`src/rtl/alu_req_arbiter.sv`:
```
// ----------------------------------------------------------------------------
// alu_req_arbiter
//
// Shares a single ALU_TOP instance between two requesters. A round-robin
// arbiter accepts one operation at a time, drives the ALU operand/function
// registers, waits out the ALU pipeline latency, captures the result of the
// unit addressed by ALU_FUN[3:2] and returns it on a valid/ready response port.
//
// Ports
//   CLK_CTRL       clock, rising edge
//   RST_CTRL       asynchronous active-low reset
//   REQ_VALID[1:0] per-requester request valid
//   REQ_READY[1:0] per-requester accept strobe (one-hot or zero, IDLE only)
//   REQ_A/B/FUN    packed per-requester operands and function code
//   RSP_VALID      response valid, held until RSP_READY is sampled high
//   RSP_READY      response consumed
//   RSP_ID         requester owning the response
//   RSP_DATA       captured result, zero-extended to RES_W
//   RSP_ERR        addressed unit flag was low at capture
//   ALU_A/B/FUN    registered operands/function toward ALU_TOP
//   ALU_*_OUT      unit results from ALU_TOP
//   ALU_CARRY      arithmetic carry from ALU_TOP
//   ALU_FLAGS      {SHIFT, CMP, LOGIC, ARITH} unit-valid flags from ALU_TOP
// ----------------------------------------------------------------------------
module alu_req_arbiter #(
    parameter int unsigned A_W     = 16,
    parameter int unsigned B_W     = 16,
    parameter int unsigned ALU_LAT = 2,
    parameter int unsigned RES_W   = A_W + B_W + 1
) (
    input  logic                 CLK_CTRL,
    input  logic                 RST_CTRL,
    input  logic [1:0]           REQ_VALID,
    output logic [1:0]           REQ_READY,
    input  logic [2*A_W-1:0]     REQ_A,
    input  logic [2*B_W-1:0]     REQ_B,
    input  logic [7:0]           REQ_FUN,
    output logic                 RSP_VALID,
    input  logic                 RSP_READY,
    output logic                 RSP_ID,
    output logic [RES_W-1:0]     RSP_DATA,
    output logic                 RSP_ERR,
    output logic [A_W-1:0]       ALU_A,
    output logic [B_W-1:0]       ALU_B,
    output logic [3:0]           ALU_FUN,
    input  logic [A_W+B_W-1:0]   ALU_ARITH_OUT,
    input  logic                 ALU_CARRY,
    input  logic [A_W-1:0]       ALU_LOGIC_OUT,
    input  logic [2:0]           ALU_CMP_OUT,
    input  logic [A_W-1:0]       ALU_SHIFT_OUT,
    input  logic [3:0]           ALU_FLAGS
);

    // Counter must hold ALU_LAT-1; keep at least one bit when ALU_LAT is 1.
    localparam int unsigned CntW = (ALU_LAT > 1) ? $clog2(ALU_LAT) : 1;

    localparam logic [1:0] StIdle = 2'd0;
    localparam logic [1:0] StExec = 2'd1;
    localparam logic [1:0] StResp = 2'd2;

    // ------------------------------------------------------------------------
    // State
    // ------------------------------------------------------------------------
    logic [1:0]       state_q,    state_d;
    logic             rr_q,       rr_d;
    logic [CntW-1:0]  cnt_q,      cnt_d;
    logic [A_W-1:0]   alu_a_q,    alu_a_d;
    logic [B_W-1:0]   alu_b_q,    alu_b_d;
    logic [3:0]       alu_fun_q,  alu_fun_d;
    logic             rsp_id_q,   rsp_id_d;
    logic [RES_W-1:0] rsp_data_q, rsp_data_d;
    logic             rsp_err_q,  rsp_err_d;

    // ------------------------------------------------------------------------
    // Arbitration: a lone requester wins outright; on contention the
    // round-robin pointer decides. The pointer itself only moves when a
    // response completes, so a lone grant never disturbs fairness.
    // ------------------------------------------------------------------------
    logic       gnt_id;
    logic       grant;
    logic [A_W-1:0] sel_a;
    logic [B_W-1:0] sel_b;
    logic [3:0]     sel_fun;

    always_comb begin
        gnt_id = 1'b0;
        case (REQ_VALID)
            2'b01:   gnt_id = 1'b0;
            2'b10:   gnt_id = 1'b1;
            2'b11:   gnt_id = rr_q;
            default: gnt_id = 1'b0;
        endcase
    end

    assign grant     = (state_q == StIdle) && (|REQ_VALID);
    assign REQ_READY = grant ? (gnt_id ? 2'b10 : 2'b01) : 2'b00;

    assign sel_a   = gnt_id ? REQ_A[A_W +: A_W] : REQ_A[0 +: A_W];
    assign sel_b   = gnt_id ? REQ_B[B_W +: B_W] : REQ_B[0 +: B_W];
    assign sel_fun = gnt_id ? REQ_FUN[4 +: 4]   : REQ_FUN[0 +: 4];

    // ------------------------------------------------------------------------
    // Result capture mux, keyed by the unit-select bits of the held function.
    // ------------------------------------------------------------------------
    logic [RES_W-1:0] cap_data;
    logic             cap_err;

    always_comb begin
        cap_data = '0;
        unique case (alu_fun_q[3:2])
            2'b00:   cap_data = RES_W'({ALU_CARRY, ALU_ARITH_OUT});
            2'b01:   cap_data = RES_W'(ALU_LOGIC_OUT);
            2'b10:   cap_data = RES_W'(ALU_CMP_OUT);
            default: cap_data = RES_W'(ALU_SHIFT_OUT);
        endcase
        cap_err = ~ALU_FLAGS[alu_fun_q[3:2]];
    end

    // ------------------------------------------------------------------------
    // Sequencer
    // ------------------------------------------------------------------------
    always_comb begin
        state_d    = state_q;
        rr_d       = rr_q;
        cnt_d      = cnt_q;
        alu_a_d    = alu_a_q;
        alu_b_d    = alu_b_q;
        alu_fun_d  = alu_fun_q;
        rsp_id_d   = rsp_id_q;
        rsp_data_d = rsp_data_q;
        rsp_err_d  = rsp_err_q;

        case (state_q)
            StIdle: begin
                if (grant) begin
                    alu_a_d   = sel_a;
                    alu_b_d   = sel_b;
                    alu_fun_d = sel_fun;
                    rsp_id_d  = gnt_id;
                    cnt_d     = CntW'(ALU_LAT - 1);
                    state_d   = StExec;
                end
            end
            StExec: begin
                // Operands stay put; the ALU output is only trusted once the
                // full latency has elapsed since they were applied.
                if (cnt_q == '0) begin
                    rsp_data_d = cap_data;
                    rsp_err_d  = cap_err;
                    state_d    = StResp;
                end else begin
                    cnt_d = cnt_q - CntW'(1);
                end
            end
            StResp: begin
                if (RSP_READY) begin
                    rr_d    = ~rsp_id_q;
                    state_d = StIdle;
                end
            end
            default: begin
                state_d = StIdle;
            end
        endcase
    end

    always_ff @(posedge CLK_CTRL or negedge RST_CTRL) begin
        if (!RST_CTRL) begin
            state_q    <= StIdle;
            rr_q       <= 1'b0;
            cnt_q      <= '0;
            alu_a_q    <= '0;
            alu_b_q    <= '0;
            alu_fun_q  <= '0;
            rsp_id_q   <= 1'b0;
            rsp_data_q <= '0;
            rsp_err_q  <= 1'b0;
        end else begin
            state_q    <= state_d;
            rr_q       <= rr_d;
            cnt_q      <= cnt_d;
            alu_a_q    <= alu_a_d;
            alu_b_q    <= alu_b_d;
            alu_fun_q  <= alu_fun_d;
            rsp_id_q   <= rsp_id_d;
            rsp_data_q <= rsp_data_d;
            rsp_err_q  <= rsp_err_d;
        end
    end

    // ------------------------------------------------------------------------
    // Outputs
    // ------------------------------------------------------------------------
    assign RSP_VALID = (state_q == StResp);
    assign RSP_ID    = rsp_id_q;
    assign RSP_DATA  = rsp_data_q;
    assign RSP_ERR   = rsp_err_q;
    assign ALU_A     = alu_a_q;
    assign ALU_B     = alu_b_q;
    assign ALU_FUN   = alu_fun_q;

endmodule

```
`config.mk`:
```
export PLATFORM = sky130hd
export DESIGN_NAME = alu_req_arbiter
export DESIGN_NICKNAME = d
export VERILOG_FILES = /design/src/rtl/alu_req_arbiter.sv
export SDC_FILE = /design/constraint.sdc
export NUM_CORES = 1
export LEC_CHECK = 0
export ABC_CLOCK_PERIOD_IN_PS = 1790
export BUFFER_PORTS_ARGS = -buffer_cell sky130_fd_sc_hd__buf_2
export CAP_MARGIN = 15
export CORE_MARGIN = 3
export CORE_UTILIZATION = 43
export CTS_CLUSTER_SIZE = 12
export DETAILED_ROUTE_END_ITERATION = 6
export GPL_TIMING_DRIVEN = 0
export PLACE_DENSITY = 0.88
export SYNTH_ARGS = -nofsm -noshare
export SYNTH_HDL_FRONTEND = slang
export SYNTH_SLANG_ARGS = --single-unit
```
`constraint.sdc`:
```
create_clock -name CLK_CTRL -period 1.79 [get_ports CLK_CTRL]
set_input_delay 0.179 -clock CLK_CTRL [delete_from_list [all_inputs] [get_ports CLK_CTRL]]
set_output_delay 0.179 -clock CLK_CTRL [all_outputs]
set_load 0.03 [all_outputs]
```
Yosys cells after proc, flatten, opt, wreduce, memory -nomap -nowiden:

Cells that the tools add are included.

* add/subtract/negate cells: 1
* $lt $le $gt $ge: 1
* eq/ne operators: 9
* mux-type cells: 16
* bitwise logic cells: 3
* reduce and logical (&&, ||, !) cells: 10

Operators with widths (number)
* $pmux 33 s3: 1
* $mux 16: 2
* $mux 2: 5
* $eq 2x2->1 const B: 4
* $reduce_and 2->1: 4
* $pmux 2 s3: 1
* $eq 2x1->1 const B: 2
* $logic_not 2->1: 2
* $mux 4: 1
* $ne 2x2->1 const B: 2
* $pmux 1 s2: 2
* $lt 2x3->1 const B: 1
* $mux 1: 3
* $not 1->1: 3
* $reduce_and 3->1: 1
* $bmux 1 s2: 1
* $ne 2x1->1 const B: 1
* $reduce_bool 2->1: 1
* $reduce_or 2->1: 1
* $logic_and 1x1->1: 1
* $sub 1x1->1 const B: 1

* register bits after elaboration: 75
* bits of input ports: 149

Depth between registers and ports, before layout:

* depth in word-level cells: 4
* gate-level depth with buffers: 5

Least setup slack after synthesis:

Ideal clock, no wire load.

* kind: reg-to-reg
* start: register alu_fun_q[2] (netlist: ALU_FUN[2])
* end: register rsp_data_q[2] (netlist: RSP_DATA[2])
* arrival: 1493 ps
* data required time: 1665 ps
* slack: 172 ps
* cell stages (with the launch flop): 4
* path buffers: 1
* clock period less this slack: 1618 ps
* path through: dfrtp_1 -> buf_6 -> mux4_2 -> mux2_4

* longest elaborated chain between the ends: 2

RTL lines
* start: declaration: line 69 `logic [3:0] alu_fun_q, alu_fun_d;`
* start signal: assignment: line 184 `alu_fun_q <= alu_fun_d;`
* $eq 2x2->1 (tied with other cells): line 110 `unique case (alu_fun_q[3:2])`
* $pmux 33 s3 *: line 110
* end signal: assignment: line 186 `rsp_data_q <= rsp_data_d;`
* end: declaration: line 71 `logic [RES_W-1:0] rsp_data_q, rsp_data_d;`

Mark *: on every way between the ends. The rest lies on a longest branch, timed or not.
A chain may end at the register's enable or synchronous reset.

Worst setup path after layout:

* start: register state_q[1]
* end: output REQ_READY[1]

* longest elaborated chain between the ends: 3

RTL lines
* start: declaration: line 64 `logic [1:0] state_q, state_d;`
* start signal: assignment: line 169 `state_q <= StIdle;`
* start signal: assignment: line 179 `state_q <= state_d;`
* $logic_not 2->1: line 95 `assign grant = (state_q == StIdle) && (|REQ_VALID);`
* $logic_and 1x1->1: line 95
* $mux 2: line 96 `assign REQ_READY = grant ? (gnt_id ? 2'b10 : 2'b01) : 2'b00;`
* end: declaration: line 34 `output logic [1:0] REQ_READY,`

No other way between the ends.

==> impl_metrics.ini <==
[status]
status = finished, violations left
violations = negative hold slack

[synth]
ys_warn_count = 0
async_flop_share = 1.000
synth_nets = 458
synth_cells = 309
yosys.cell_types.count = 28
synth_commonest_cells = dfrtp_1 (75), nand2_1 (53), a221o_1 (36)
synth-edff-count = 0
synthFlopType = dfrtp_1
ys_ff_latch = 75
mappedNetlistArea_mm2 = 0.003541
avgSynthCellArea_um2 = 11.46
synth.most_common_cell = dfrtp_1
netlist_top_cells_area = dfrtp_1 (53%), a221o_1 (10%), nand2_1 (5.6%)
yosysTopAreaCellShare = 0.5300
synth_area_leader_cell = dfrtp_1
seq_area_frac_synth = 0.5300

[layout]
drive_above_1_share = 0.4982
area_growth_pct = 41.98
design_area_mm2 = 0.005027
fin_nets = 692
layout.cells.non_filler = 651
utilization = 0.6406

[critical_path]
regToRegSetupSlack_ns = 0.16
worstSetupEndpointType = output pin
setup.worst_path.class = flip-flop to output pin
crit_end = REQ_READY[1]
reg2reg_from = ALU_FUN[3]
start_kind = flip-flop
cp_max_fo = 10
reg2reg_to = RSP_DATA[10]
reg2reg_depth = 4
cp_data_required_time_ns = 1.61
worstPathArrival_ns = 1.51
critPathLaunch = state_q[1]

[sta]
relSlewSlack = 0.3825
slew_violations = 0
worst_slack_ns = 0.1032
max_freq_ghz = 0.5928
hold_ws_ns = -0.02057
skew_ns = 0.01322
hold_viol = 28
grt_setup_unrepaired = false
fin_crit_sh = 0.9424
finalSetupTns_ns = 0
tightest_slew_ns = 0.9262
min_period_ns = 1.687
setup_viol = 0

[global_route]
use_met1 = 0.2829
grt_use_total = 0.2383
grt_pass1_vias = 3689
grt_busiest_layer = met2
overflow = 0
grt_max_degree = 76
antenna_found_initial = 1
grt_pass1_wl_mm = 18.17
use_met3 = 0.05768
met2_usage = 0.4199

[power_and_ir_drop]
power.leakage_nw = 2.669
power_density_mw_per_mm2 = 1956
clockPowerShare = 0.147
comb_power_share = 0.553
power_mw = 9.834
vdd_drop_max_uv = 867.8
swShare = 0.4540
netSwitchingPower_mw = 4.465
p_int_mw = 5.369
seq_power_share = 0.300

[flow_run]
maxCapViolations = 0

[placement]
post-dp-hpwl_mm = 8.489
dp_slack_ns = 0.1532
dp.cells = 633
place_area_mm2 = 0.004782
gp_congestion = 0.9204
port_buffers = 222

[cts]
clock-sinks = 75
clock_latency_ns = 0.34
clockRootBuffer = clkbuf_8
cts.htree.levels = 3
cts_tree = done
cts.path.max_buffers = 2
cts-buffers-inserted = 9
clkTransAtPathRegs_ns = 0.08

[floorplan]
core_area_mm2 = 0.007848
pin_count = 223
dieHeight_um = 96.75
initial_core_util = 0.4512
fp.dieW_um = 96.75
num_rows = 32
fp.dieArea_mm2 = 0.009360

[route]
drt-vias-per-instance = 5.303
drc = 0
wl_mm = 11.14
drt_iter0_drc = 102
ant_nets = 0
firstDrtPassIters = 4
num_vias = 3452
avgRoutedWirePerCell_um = 17.12

[hold_path]
worstHoldPathType = input port to async pin
## critical path, stage by stage, from the launching register on
cell and delay [ns]:
dfrtp_1 0.43, nor2_2 0.15, and3_1 0.21, buf_4 0.19
clkbuf_4 0.20
## cell type report
| type | count | area [µm²] |
|---|---|---|
| clock inverter | 6 | 88.84 |
| clock buffer | 10 | 137.6 |
| timing repair buffer | 224 | 1134 |
| antenna | 1 | 2.502 |
| fill | 672 | 2820 |
| inverter | 2 | 7.507 |
| tap | 102 | 127.6 |
| multi-input combinational | 203 | 1458 |
| sequential | 75 | 1877 |
| buffer | 28 | 195.2 |
## per-layer routing
layer	part of all wire	wire, µm
met4	0.023	259
met2	0.51	5670
met5	0	0
met3	0.078	864
met1	0.39	4350
## state kept, by name (all words and copies together), names as in the netlist
name      cells
RSP_ID        1
ALU_FUN       4
rr_q          1
state_q       2
cnt_q         1
RSP_DATA     33
ALU_B        16
RSP_ERR       1
ALU_A        16
## cell families after synthesis
logic type / after synthesis / synth area share
compound gates: 121 / 0.2622
buf+inv: 31 / 0.05901
flops: 75 / 0.5300
mux: 20 / 0.07491
simple gates: 62 / 0.07386
## placed cells by master, fill, tap and decap left out, types with 2 or more instances in the layout
cell and instances:
mux4_2 4, a2bb2oi_1 13, a21boi_0 18, buf_2 228, bufinv_16 2, mux2_4 3, clkbuf_4 2, mux2i_1 13
clkbuf_1 5, inv_1 2, a221o_1 36, o21ai_1 8, dfrtp_1 75, clkinvlp_4 2, buf_6 7, nand2_1 53
o21ai_0 25, buf_4 10, a21boi_1 18, clkbuf_8 10, nor2_2 2
## power groups by stage
stage / Clock (mW) / Sequential, mW / Combinational (mW)
after floorplan: 0 / 4.39 / 2.34
after global placement: 0 / 2.92 / 5.32
after detailed placement: 0 / 2.94 / 5.46
after CTS: 1.50 / 2.94 / 5.45
after global routing: 1.55 / 3.05 / 5.85
final: 1.44 / 2.95 / 5.44
## how the worst min path moves through the flow
stage | cells after the start | to | slack (ns) | startpoint
detailed placement | 1 | RSP_ERR | 0.38 | RST_CTRL
finish | 1 | RSP_ERR | -0.02 | RST_CTRL
floorplan | 0 | ALU_A[0] | -0.12 | RST_CTRL
CTS | 1 | ALU_B[0] | 0.005 | RST_CTRL
global placement | 2 | rr_q | 0.40 | RSP_READY
global route | 3 | RSP_DATA[24] | 0.05 | ALU_ARITH_OUT[24]
## repair_timing
item                                    CTS  global route
pin swaps                                 0             1
resized for setup                         2             4
endpoints found under the setup margin    2             3
buffers inserted                          0             2
hold buffers                              0             0
No activity file was read; power rests on OpenSTA's default activity.
